[config.mk]
export PLATFORM = sky130hd
export DESIGN_NAME = ddr_ctrl_sched_flat
export DESIGN_NICKNAME = d
export VERILOG_FILES = /design/src/rtl/ddr_package.sv /design/src/rtl/ddr_ctrl_sched_if.sv /design/src/rtl/ddr_timer.sv /design/src/rtl/ddr_ctrl_sched.sv /design/src/flat_wrapper.sv
export SDC_FILE = /design/constraint.sdc
export NUM_CORES = 1
export LEC_CHECK = 0
export BUFFER_PORTS_ARGS = -buffer_cell sky130_fd_sc_hd__clkbuf_2
export CAP_MARGIN = 25
export CELL_PAD_IN_SITES_DETAIL_PLACEMENT = 2
export CELL_PAD_IN_SITES_GLOBAL_PLACEMENT = 2
export CORE_MARGIN = 4
export CORE_UTILIZATION = 35
export DETAILED_ROUTE_END_ITERATION = 8
export PLACE_DENSITY = 0.9
export SYNTH_ARGS = -nofsm -noshare
export SYNTH_HDL_FRONTEND = slang
export SYNTH_SLANG_ARGS = --single-unit
[constraint.sdc]
create_clock -name clock_t -period 3.96 [get_ports clock_t]
set_clock_uncertainty 0.1 [all_clocks]
set_input_delay 0.792 -clock clock_t [delete_from_list [all_inputs] [get_ports clock_t]]
set_output_delay 0.792 -clock clock_t [all_outputs]
set_load 0.02 [all_outputs]
[src/rtl/ddr_package.sv]
// Shared types and default timing for the DDR refresh/MRS scheduler.
package ddr_package;

    typedef enum logic [2:0] {
        IDLE    = 3'd0,
        INIT    = 3'd1,
        RW      = 3'd2,
        DRAIN   = 3'd3,
        REFRESH = 3'd4,
        UPDATE  = 3'd5
    } ctrl_sched_state_t;

    localparam int DEF_TREFI        = 1560;
    localparam int DEF_TRFC         = 260;
    localparam int DEF_TMOD         = 24;
    localparam int DEF_MAX_POSTPONE = 8;
    localparam int DEF_MRS_WIDTH    = 14;

endpackage

[src/rtl/ddr_ctrl_sched_if.sv]
// Handshake/status bundle between the scheduler (slave) and its client (master).
interface ddr_ctrl_sched_if
    import ddr_package::*;
#(
    parameter int MRS_WIDTH = DEF_MRS_WIDTH
) ();

    logic                 config_done;
    logic                 rw_idle;
    logic                 mrs_update;
    logic [1:0]           mrs_bl;
    logic [MRS_WIDTH-1:0] mr0;
    logic                 rw_proc;
    logic                 dev_busy;
    logic                 refresh_rdy;
    logic                 mrs_update_rdy;
    logic [MRS_WIDTH-1:0] mrs_update_cmd;
    logic [3:0]           refresh_owed;
    logic                 refresh_urgent;

    modport master (
        output config_done, rw_idle, mrs_update, mrs_bl, mr0,
        input  rw_proc, dev_busy, refresh_rdy, mrs_update_rdy,
               mrs_update_cmd, refresh_owed, refresh_urgent
    );

    modport slave (
        input  config_done, rw_idle, mrs_update, mrs_bl, mr0,
        output rw_proc, dev_busy, refresh_rdy, mrs_update_rdy,
               mrs_update_cmd, refresh_owed, refresh_urgent
    );

endinterface

[src/rtl/ddr_timer.sv]
// Loadable down-counter; done is high while the count sits at zero.
module ddr_timer #(
    parameter int WIDTH = 9
) (
    input  logic             clock_t,
    input  logic             reset_n,
    input  logic             load,
    input  logic [WIDTH-1:0] load_val,
    output logic             done
);

    logic [WIDTH-1:0] count_r;
    logic [WIDTH-1:0] count_nxt_s;
    logic             done_r;

    // Next count: load wins, otherwise decrement and stop at zero.
    always_comb begin
        count_nxt_s = count_r;
        if (load) begin
            count_nxt_s = load_val;
        end else if (count_r != {WIDTH{1'b0}}) begin
            count_nxt_s = count_r - WIDTH'(1);
        end else begin
            count_nxt_s = count_r;
        end
    end

    // Count and done registers.
    always_ff @(posedge clock_t) begin
        if (!reset_n) begin
            count_r <= {WIDTH{1'b0}};
            done_r  <= 1'b1;
        end else begin
            count_r <= count_nxt_s;
            done_r  <= (count_nxt_s == {WIDTH{1'b0}});
        end
    end

    assign done = done_r;

endmodule

[src/rtl/ddr_ctrl_sched.sv]
// Refresh / MR0 burst-length update scheduler: tracks owed refreshes, postpones
// them while the read/write engine is busy and serialises REFRESH and UPDATE.
module ddr_ctrl_sched
    import ddr_package::*;
#(
    parameter int TREFI        = DEF_TREFI,
    parameter int TRFC         = DEF_TRFC,
    parameter int TMOD         = DEF_TMOD,
    parameter int MAX_POSTPONE = DEF_MAX_POSTPONE,
    parameter int MRS_WIDTH    = DEF_MRS_WIDTH
) (
    input  logic            clock_t,
    input  logic            reset_n,
    ddr_ctrl_sched_if.slave bus
);

    localparam int CNT_W   = $clog2(TREFI + 1);
    localparam int TMR_MAX = (TRFC > TMOD) ? TRFC : TMOD;
    localparam int TMR_W   = $clog2(TMR_MAX + 1);
    localparam logic [CNT_W-1:0] IVL_LAST = CNT_W'(TREFI - 1);
    localparam logic [3:0]       OWED_MAX = 4'(MAX_POSTPONE);
    localparam logic [TMR_W-1:0] REF_LOAD = TMR_W'(TRFC - 1);
    localparam logic [TMR_W-1:0] UPD_LOAD = TMR_W'(TMOD - 1);

    ctrl_sched_state_t    state_r, state_nxt_s;
    logic [CNT_W-1:0]     ivl_r, ivl_nxt_s;
    logic [3:0]           owed_r, owed_nxt_s;
    logic                 pending_r, pending_nxt_s;
    logic [MRS_WIDTH-1:0] cmd_r, cmd_nxt_s;
    logic                 rw_proc_r, dev_busy_r, refresh_rdy_r, mrs_rdy_r, urgent_r;
    logic                 active_s, wrap_s, refresh_end_s, req_accept_s, service_due_s;
    logic                 ref_entry_s, upd_entry_s, tmr_load_s, tmr_done_s;
    logic [TMR_W-1:0]     tmr_val_s;

    function automatic logic [MRS_WIDTH-1:0] merge_bl(input logic [MRS_WIDTH-1:0] mr,
                                                      input logic [1:0]           bl);
        logic [MRS_WIDTH-1:0] bl_mask;
        bl_mask = {{(MRS_WIDTH-2){1'b0}}, 2'b11};
        return (mr & ~bl_mask) | {{(MRS_WIDTH-2){1'b0}}, bl};
    endfunction

    // Refresh always beats a pending MR0 update.
    function automatic ctrl_sched_state_t service_pick(input logic [3:0] owed, input logic pend);
        if (owed != 4'd0) begin
            return REFRESH;
        end else if (pend) begin
            return UPDATE;
        end else begin
            return RW;
        end
    endfunction

    assign active_s      = (state_r != IDLE) && (state_r != INIT);
    assign wrap_s        = active_s && (ivl_r == IVL_LAST);
    assign refresh_end_s = (state_r == REFRESH) && tmr_done_s;
    assign req_accept_s  = active_s && bus.mrs_update;
    assign service_due_s = urgent_r || pending_r || ((owed_r != 4'd0) && bus.rw_idle);
    assign ref_entry_s   = (state_nxt_s == REFRESH) && (state_r != REFRESH);
    assign upd_entry_s   = (state_nxt_s == UPDATE) && (state_r != UPDATE);
    assign tmr_load_s    = ref_entry_s || upd_entry_s;
    assign tmr_val_s     = ref_entry_s ? REF_LOAD : UPD_LOAD;

    // Next-state logic; an already idle engine needs no DRAIN cycle.
    always_comb begin
        state_nxt_s = state_r;
        case (state_r)
            IDLE: state_nxt_s = INIT;
            INIT: begin
                if (bus.config_done) state_nxt_s = RW;
                else                 state_nxt_s = INIT;
            end
            RW: begin
                if (!service_due_s)    state_nxt_s = RW;
                else if (bus.rw_idle)  state_nxt_s = service_pick(owed_r, pending_r);
                else                   state_nxt_s = DRAIN;
            end
            DRAIN: begin
                if (bus.rw_idle) state_nxt_s = service_pick(owed_r, pending_r);
                else             state_nxt_s = DRAIN;
            end
            REFRESH, UPDATE: begin
                if (tmr_done_s) state_nxt_s = RW;
                else            state_nxt_s = state_r;
            end
            default: state_nxt_s = IDLE;
        endcase
    end

    // Interval counter, owed-refresh count and sticky MR0 update request.
    always_comb begin
        ivl_nxt_s     = ivl_r;
        owed_nxt_s    = owed_r;
        pending_nxt_s = pending_r;
        cmd_nxt_s     = cmd_r;
        if (!active_s || wrap_s) ivl_nxt_s = {CNT_W{1'b0}};
        else                     ivl_nxt_s = ivl_r + CNT_W'(1);
        case ({wrap_s, refresh_end_s})
            2'b10: begin
                if (owed_r != OWED_MAX) owed_nxt_s = owed_r + 4'd1;
                else                    owed_nxt_s = owed_r;
            end
            2'b01: begin
                if (owed_r != 4'd0) owed_nxt_s = owed_r - 4'd1;
                else                owed_nxt_s = owed_r;
            end
            default: owed_nxt_s = owed_r;
        endcase
        // A request landing on the UPDATE entry cycle is kept, not dropped.
        if (req_accept_s) begin
            pending_nxt_s = 1'b1;
            cmd_nxt_s     = merge_bl(bus.mr0, bus.mrs_bl);
        end else if (upd_entry_s) begin
            pending_nxt_s = 1'b0;
        end else begin
            pending_nxt_s = pending_r;
        end
    end

    // State, datapath and registered outputs.
    always_ff @(posedge clock_t) begin
        if (!reset_n) begin
            state_r       <= IDLE;
            ivl_r         <= {CNT_W{1'b0}};
            owed_r        <= 4'd0;
            pending_r     <= 1'b0;
            cmd_r         <= {MRS_WIDTH{1'b0}};
            rw_proc_r     <= 1'b0;
            dev_busy_r    <= 1'b1;
            refresh_rdy_r <= 1'b0;
            mrs_rdy_r     <= 1'b0;
            urgent_r      <= 1'b0;
        end else begin
            state_r       <= state_nxt_s;
            ivl_r         <= ivl_nxt_s;
            owed_r        <= owed_nxt_s;
            pending_r     <= pending_nxt_s;
            cmd_r         <= cmd_nxt_s;
            rw_proc_r     <= (state_nxt_s == RW);
            dev_busy_r    <= (state_nxt_s != RW);
            refresh_rdy_r <= ref_entry_s;
            mrs_rdy_r     <= upd_entry_s;
            urgent_r      <= (owed_nxt_s == OWED_MAX);
        end
    end

    ddr_timer #(
        .WIDTH(TMR_W)
    ) u_timer (
        .clock_t  (clock_t),
        .reset_n  (reset_n),
        .load     (tmr_load_s),
        .load_val (tmr_val_s),
        .done     (tmr_done_s)
    );

    assign bus.rw_proc        = rw_proc_r;
    assign bus.dev_busy       = dev_busy_r;
    assign bus.refresh_rdy    = refresh_rdy_r;
    assign bus.mrs_update_rdy = mrs_rdy_r;
    assign bus.mrs_update_cmd = cmd_r;
    assign bus.refresh_owed   = owed_r;
    assign bus.refresh_urgent = urgent_r;

endmodule
[src/flat_wrapper.sv]
// flat-port wrapper written by rule: the top's interface ports become plain ports
module ddr_ctrl_sched_flat import ddr_package::*;
#(
    parameter int TREFI        = DEF_TREFI,
    parameter int TRFC         = DEF_TRFC,
    parameter int TMOD         = DEF_TMOD,
    parameter int MAX_POSTPONE = DEF_MAX_POSTPONE,
    parameter int MRS_WIDTH    = DEF_MRS_WIDTH
)
  (clock_t, reset_n, bus_config_done, bus_rw_idle, bus_mrs_update, bus_mrs_bl, bus_mr0, bus_rw_proc, bus_dev_busy, bus_refresh_rdy, bus_mrs_update_rdy, bus_mrs_update_cmd, bus_refresh_owed, bus_refresh_urgent);
  ddr_ctrl_sched_if #(.MRS_WIDTH(MRS_WIDTH)) bus_i ();
  input  logic clock_t;
  input  logic reset_n;
  input wire logic [$bits(bus_i.config_done)-1:0] bus_config_done;
  input wire logic [$bits(bus_i.rw_idle)-1:0] bus_rw_idle;
  input wire logic [$bits(bus_i.mrs_update)-1:0] bus_mrs_update;
  input wire logic [$bits(bus_i.mrs_bl)-1:0] bus_mrs_bl;
  input wire logic [$bits(bus_i.mr0)-1:0] bus_mr0;
  output wire logic [$bits(bus_i.rw_proc)-1:0] bus_rw_proc;
  output wire logic [$bits(bus_i.dev_busy)-1:0] bus_dev_busy;
  output wire logic [$bits(bus_i.refresh_rdy)-1:0] bus_refresh_rdy;
  output wire logic [$bits(bus_i.mrs_update_rdy)-1:0] bus_mrs_update_rdy;
  output wire logic [$bits(bus_i.mrs_update_cmd)-1:0] bus_mrs_update_cmd;
  output wire logic [$bits(bus_i.refresh_owed)-1:0] bus_refresh_owed;
  output wire logic [$bits(bus_i.refresh_urgent)-1:0] bus_refresh_urgent;
  assign bus_i.config_done = bus_config_done;
  assign bus_i.rw_idle = bus_rw_idle;
  assign bus_i.mrs_update = bus_mrs_update;
  assign bus_i.mrs_bl = bus_mrs_bl;
  assign bus_i.mr0 = bus_mr0;
  assign bus_rw_proc = bus_i.rw_proc;
  assign bus_dev_busy = bus_i.dev_busy;
  assign bus_refresh_rdy = bus_i.refresh_rdy;
  assign bus_mrs_update_rdy = bus_i.mrs_update_rdy;
  assign bus_mrs_update_cmd = bus_i.mrs_update_cmd;
  assign bus_refresh_owed = bus_i.refresh_owed;
  assign bus_refresh_urgent = bus_i.refresh_urgent;
  ddr_ctrl_sched #(.TREFI(TREFI), .TRFC(TRFC), .TMOD(TMOD), .MAX_POSTPONE(MAX_POSTPONE), .MRS_WIDTH(MRS_WIDTH)) u_core (.clock_t(clock_t), .reset_n(reset_n), .bus(bus_i));
endmodule
# Word-level counts from Yosys, hierarchy flattened
# Index checks and enable logic that the tools add are counted.
op_classes:
  eq_ne: 17
  add_sub_neg: 4
  n_reduce_logical: 20
  muxes: 15
  bitwise: 2
ops:
  columns: ["operator", "count"]
  rows:
  - ["$mux 9", 3]
  - ["$mux 3", 5]
  - ["$pmux 3 s5", 1]
  - ["$or 14x2->14", 1]
  - ["$eq 3x3->1 const B", 4]
  - ["$add 11x1->11 const B", 1]
  - ["$eq 11x11->1 const B", 1]
  - ["$eq 3x2->1 const B", 3]
  - ["$logic_not 9->1", 1]
  - ["$reduce_bool 9->1", 1]
  - ["$sub 9x1->9 const B", 1]
  - ["$mux 4", 2]
  - ["$pmux 4 s2", 1]
  - ["$logic_and 1x1->1", 7]
  - ["$ne 3x3->1 const B", 2]
  - ["$add 4x1->4 const B", 1]
  - ["$eq 4x4->1 const B", 1]
  - ["$logic_or 1x1->1", 4]
  - ["$ne 4x4->1 const B", 1]
  - ["$reduce_bool 4->1", 1]
  - ["$reduce_or 2->1", 2]
  - ["$sub 4x1->4 const B", 1]
  - ["$eq 3x1->1 const B", 1]
  - ["$logic_not 3->1", 1]
  - ["10 further kinds", 11]
totals:
  register_bits: 48
  in_bits: 21
  wordCells: 70

# Longest topological paths before layout
depth:
  depth_word: 10
  depth_mapped: 11

# Modules after synthesis
# Synthesis repeated with hierarchy kept, for this count alone.
hier_totals:
  hier_cells: 287
  area_unflattened_um2: 2443.6
by_module_without_submodules:
  columns: ["module", "cells_per_inst", "area_each_um2", "n_inst"]
  rows:
  - ["ddr_ctrl_sched", 212, 1838.0, 1]
  - ["ddr_timer", 75, 605.6, 1]

# Worst setup path before layout
# Ideal clock, no wire load.
synth_timing:
  kind: "register to register"
  start: "register u_core.owed_r[0], in the netlist u_core.bus.refresh_owed[0]"
  end: "register u_core.u_timer.count_r[2]"
  t_required_ns: 3.740
  arrival_time_ns: 1.947
  stages_incl_launch_ff: 8
  setup_time_ns: 0.120
  period_less_slack_ns: 2.167
  slack_ns: 1.793
  n_path_buf: 0
  cell_sequence: "dfxtp_1 > inv_1 > ha_1 > nor4b_4 > o32ai_2 > nor3b_1 > nor2b_1 > o31a_1"
synth_via:
  elab_chain_len: 9
synth_lines:
  columns: ["item", "line_no", "text"]
  rows:
  - ["from (decl)", "ddr_ctrl_sched.sv:27", "logic [3:0] owed_r, owed_nxt_s;"]
  - ["from (signal assigned)", "ddr_ctrl_sched.sv:135", "owed_r <= owed_nxt_s;"]
  - ["$reduce_bool 4->1 *", "ddr_ctrl_sched.sv:44, ddr_ctrl_sched.sv:57", null]
  - ["$mux 3 or $logic_and 1x1->1 (tied branches)", "ddr_ctrl_sched.sv:44, ddr_ctrl_sched.sv:57", null]
  - ["$mux 3 or $logic_or 1x1->1 (tied branches)", "ddr_ctrl_sched.sv:78, ddr_ctrl_sched.sv:57", null]
  - ["$mux 3", "ddr_ctrl_sched.sv:73", "if (!service_due_s) state_nxt_s = RW;"]
  - ["$pmux 3 s5 *", "ddr_ctrl_sched.sv:66", "case (state_r)"]
  - ["$eq 3x3->1 (on tied branches)", "ddr_ctrl_sched.sv:58, ddr_ctrl_sched.sv:59", null]
  - ["$logic_and 1x1->1 (on tied branches)", "ddr_ctrl_sched.sv:58, ddr_ctrl_sched.sv:59", null]
  - ["$mux 9 or $logic_or 1x1->1 (tied branches)", "ddr_ctrl_sched.sv:61, ddr_ctrl_sched.sv:60", null]
  - ["$mux 9 *", "ddr_timer.sv:19", "if (load) begin"]
  - ["to (signal assigned)", "ddr_timer.sv:31", "count_r <= {WIDTH{1'b0}};"]
  - ["to (signal assigned)", "ddr_timer.sv:34", "count_r <= count_nxt_s;"]
  - ["to (decl)", "ddr_timer.sv:12", "logic [WIDTH-1:0] count_r;"]
# Every way passes the cells marked *; elsewhere a longest branch is shown, timed or not.
# A chain may end at the register's enable or synchronous reset.

# Worst setup path after layout
layout_timing:
  start: "register u_core.ivl_r[5]"
  end: "register u_core.urgent_r, in the netlist u_core.bus.refresh_urgent"
layout_via:
  elab_chain_len: 5
layout_lines:
  columns: ["item", "line_no", "text"]
  rows:
  - ["from (decl)", "ddr_ctrl_sched.sv:26", "logic [CNT_W-1:0] ivl_r, ivl_nxt_s;"]
  - ["from (signal assigned)", "ddr_ctrl_sched.sv:123", "ivl_r <= {CNT_W{1'b0}};"]
  - ["from (signal assigned)", "ddr_ctrl_sched.sv:134", "ivl_r <= ivl_nxt_s;"]
  - ["$eq 11x11->1 *", "ddr_ctrl_sched.sv:54", "assign wrap_s = active_s && (ivl_r == IVL_LAST);"]
  - ["$logic_and 1x1->1 *", "ddr_ctrl_sched.sv:54", null]
  - ["$eq 2x1->1 or $eq 2x2->1 (tied branches)", "ddr_ctrl_sched.sv:97", "case ({wrap_s, refresh_end_s})"]
  - ["$pmux 4 s2 *", "ddr_ctrl_sched.sv:97", null]
  - ["$eq 4x4->1 *", "ddr_ctrl_sched.sv:142", "urgent_r <= (owed_nxt_s == OWED_MAX);"]
  - ["to (signal assigned)", "ddr_ctrl_sched.sv:142", null]
  - ["to (decl)", "ddr_ctrl_sched.sv:30", "logic rw_proc_r, dev_busy_r, refresh_rdy_r, mrs_rdy_r, urgent_r;"]
# Marks and branches as above.

==> impl_metrics.toml <==
[clock_network]
ctsHoldBuffers = 0
htree_levels = 2
cts_resized = 0
clock_latency_ns = 0.30
cts_root_buffer = "clkbuf_8"
clockBufferDepth = 2
clock-sinks = 48
cts_tree = "done"
path_clk_slew_ns = 0.09
cts_buffers = 5
postCtsSetupBuffers = 0

[flow_run]
max_cap_viol_count = 0

[sta]
fmax_mhz = 387
post-route-period-util_pct = 65.3
slew_headroom_pct = 61.1
worst_pin_slew_ns = 0.583
rsz0062_at_grt = "no"
setup-tns-final_ns = 0
fin_crit_ns = 2.59
hold_viol_final = 0
hold_slack_ns = 0.366
drv_slew = 0
setup-violations-final = 0

[yosys]
ys_ff_latch = 48
synth_nets = 307
synth_edf_count = 0
ys_types = 63
synthArstFlopShare_pct = 0
netlist_instances = 280
syn_area_mm2 = 0.00238
yosys_warnings = 0
synth_top_cell_area_share_pct = 40.4
yosysSeqAreaShare_pct = 40.4
synthTopCellsByArea = "dfxtp_1, nand2_1, nor2_1, a21boi_0, ha_1"
syn_avg_cell_area_um2 = 8.49
ys.flop_type = "dfxtp_1"
yosysTopAreaCell = "dfxtp_1"

[power_and_ir_drop]
power_w = 0.00120
max-vdd-ir-drop_v = 0.000182
cellLeakagePower_nw = 1.09
power_density_mw_per_mm2 = 442

[detailed_routing]
vias = 2119
drc = 0
vias_per_cell = 5.35
totalWireLength_um = 6730
dr.pass1.iters = 4
routedWlPerCell_um = 17.0
antenna_left = 0
dr.first_iter.drc_count = 82

[floorplan]
std_cell_rows = 29
core-area_mm2 = 0.00646
ios = 44
die_y_um = 90.4
start_util_pct = 36.8
dieArea_mm2 = 0.00818
die_x_um = 90.4

[place]
dp_cells = 389
place_congestion = 0.788
port_buffers = 41
hpwl_um = 5280

[layout]
final-seq-area_um2 = 961
instances_no_fill = 396
drive_gt1_share_pct = 19.7
multi_input_area_mm2 = 0.00130
nFillCells = 759
syn_to_final_growth_pct = 13.9
n_antenna_cell = 0
final_net_count = 346
finish.utilization_pct = 41.9

[critical_path]
critical_path_class = "reg -> reg"
required_ns = 4.07
critPathArrivalTime_ns = 2.70
cp-end-kind = "flip-flop"
r2r.worst_path.cells = 8
crit_fanout = 5
reg2reg_from = "u_core.ivl_r[5]"
critPathLaunchType = "flip-flop"
startpoint = "u_core.ivl_r[5]"

[grt]
grt_max_degree = 33
overflow = 0
track_usage_pct = 17.1
grt_pass1_vias = 2360
antenna_found_initial = 0
grt_pass1_wl_um = 11500

[hold_path]
min_path_type = "reg -> reg"
min-delay-start = "u_core.ivl_r[0]"
min_path_cells = 1

[status]
status = "finished, final reports clean"
[where the power goes]
group	switching (W)	leakage, nW	internal [W]
clock network	0.000163	0.0400	0.000120
registers	0.0000510	0.390	0.000521
logic	0.000202	0.664	0.000140
[critical path: stages, from the launching register on]
cell     delay [ns]
dfxtp_1        0.37
nor4b_1        0.39
nand4_1        0.20
or2_2          0.34
ha_1           0.35
inv_1          0.15
o21ai_0        0.13
a22o_1         0.23
nor4b_2        0.24
[path summary, 6_finish.rpt]
check                                            endpoint  slack [ns]
worst min register to register            u_core.ivl_r[0]        0.37
worst max register to register  u_core.bus.refresh_urgent        1.37
worst min-delay path                      u_core.ivl_r[0]        0.37
worst max-delay path            u_core.bus.refresh_urgent        1.37
[layout make-up]
cell class | count | share of cell area, %
sequential | 48 | 35.5
timing repair buffer | 43 | 8.13
tap | 77 | 3.56
clock inverter | 2 | 0.462
multi-input combinational | 207 | 47.9
clock buffer | 5 | 2.54
inverter | 14 | 1.94
[state kept, by name (all words and copies together) (netlist names)]
signal / flops
u_core.bus.dev_busy: 1
u_core.bus.mrs_update_cmd: 14
u_core.bus.mrs_update_rdy: 1
u_core.bus.refresh_owed: 4
u_core.bus.refresh_rdy: 1
u_core.bus.refresh_urgent: 1
u_core.bus.rw_proc: 1
u_core.ivl_r: 11
u_core.pending_r: 1
u_core.state_r: 3
u_core.u_timer.count_r: 9
u_core.u_timer.done: 1
[Yosys cell counts (2+ instances only)]
cell type  number
ha_1            6
o22ai_1         2
xnor2_1         7
a21boi_1        2
o21ai_0        11
nand2_1        44
and3_1          3
or2b_1          2
nand3b_1        2
and2_1          5
a21oi_1         8
or3_1           2
clkbuf_1        6
nor3_1          5
buf_4           2
nor4_1          2
mux2i_1         2
o21a_1          2
o211ai_1        2
nor3b_1         2
xor2_1          5
o31ai_1         3
nand3_1         9
nor2b_1         4
nor2_1         32
inv_1          14
a21boi_0       13
dfxtp_1        48
[metal layers]
metal | vias to the layer above | wire length (um) | track usage [%]
met4 | 0 | 88 | 5.48
met3 | 8 | 154 | 2.50
met1 | 1048 | 2830 | 19.0
met2 | 23 | 3660 | 33.0
met5 | - | 0 | 0
li1 | 1040 | - | -
[cells in the final DEF, fill, tap and decap left out, types with 3 or more instances in the layout]
cell type   n
dfxtp_1    48
inv_1      14
and3_1      3
xor2_1      5
clkbuf_8    5
clkbuf_2   41
o21ai_0    11
and2_1      5
xnor2_1     7
nor2b_1     4
ha_1        6
nor2_1     32
o31ai_1     3
a21boi_0   13
nand3_1     9
nor3_1      5
nand2_1    44
a21oi_1     8
[logic make-up after synthesis]
group	Yosys count	synth area share [%]
flops	48	40.4
buf+inv	25	5.05
xor+xnor	12	4.42
compound gates	63	19.6
fa+ha+maj	6	3.16
simple gates	124	26.5
mux	2	0.842
[metrics by stage]
step / area (um^2) / setup slack [ns]
finish: 2710 / 1.37
global route: 2710 / 1.15
CTS: 2710 / 1.35
detailed placement: 2630 / 1.40
global placement: 2620 / 1.54
floorplan: 2380 / 1.79
Power figures use the tool's default switching activity.
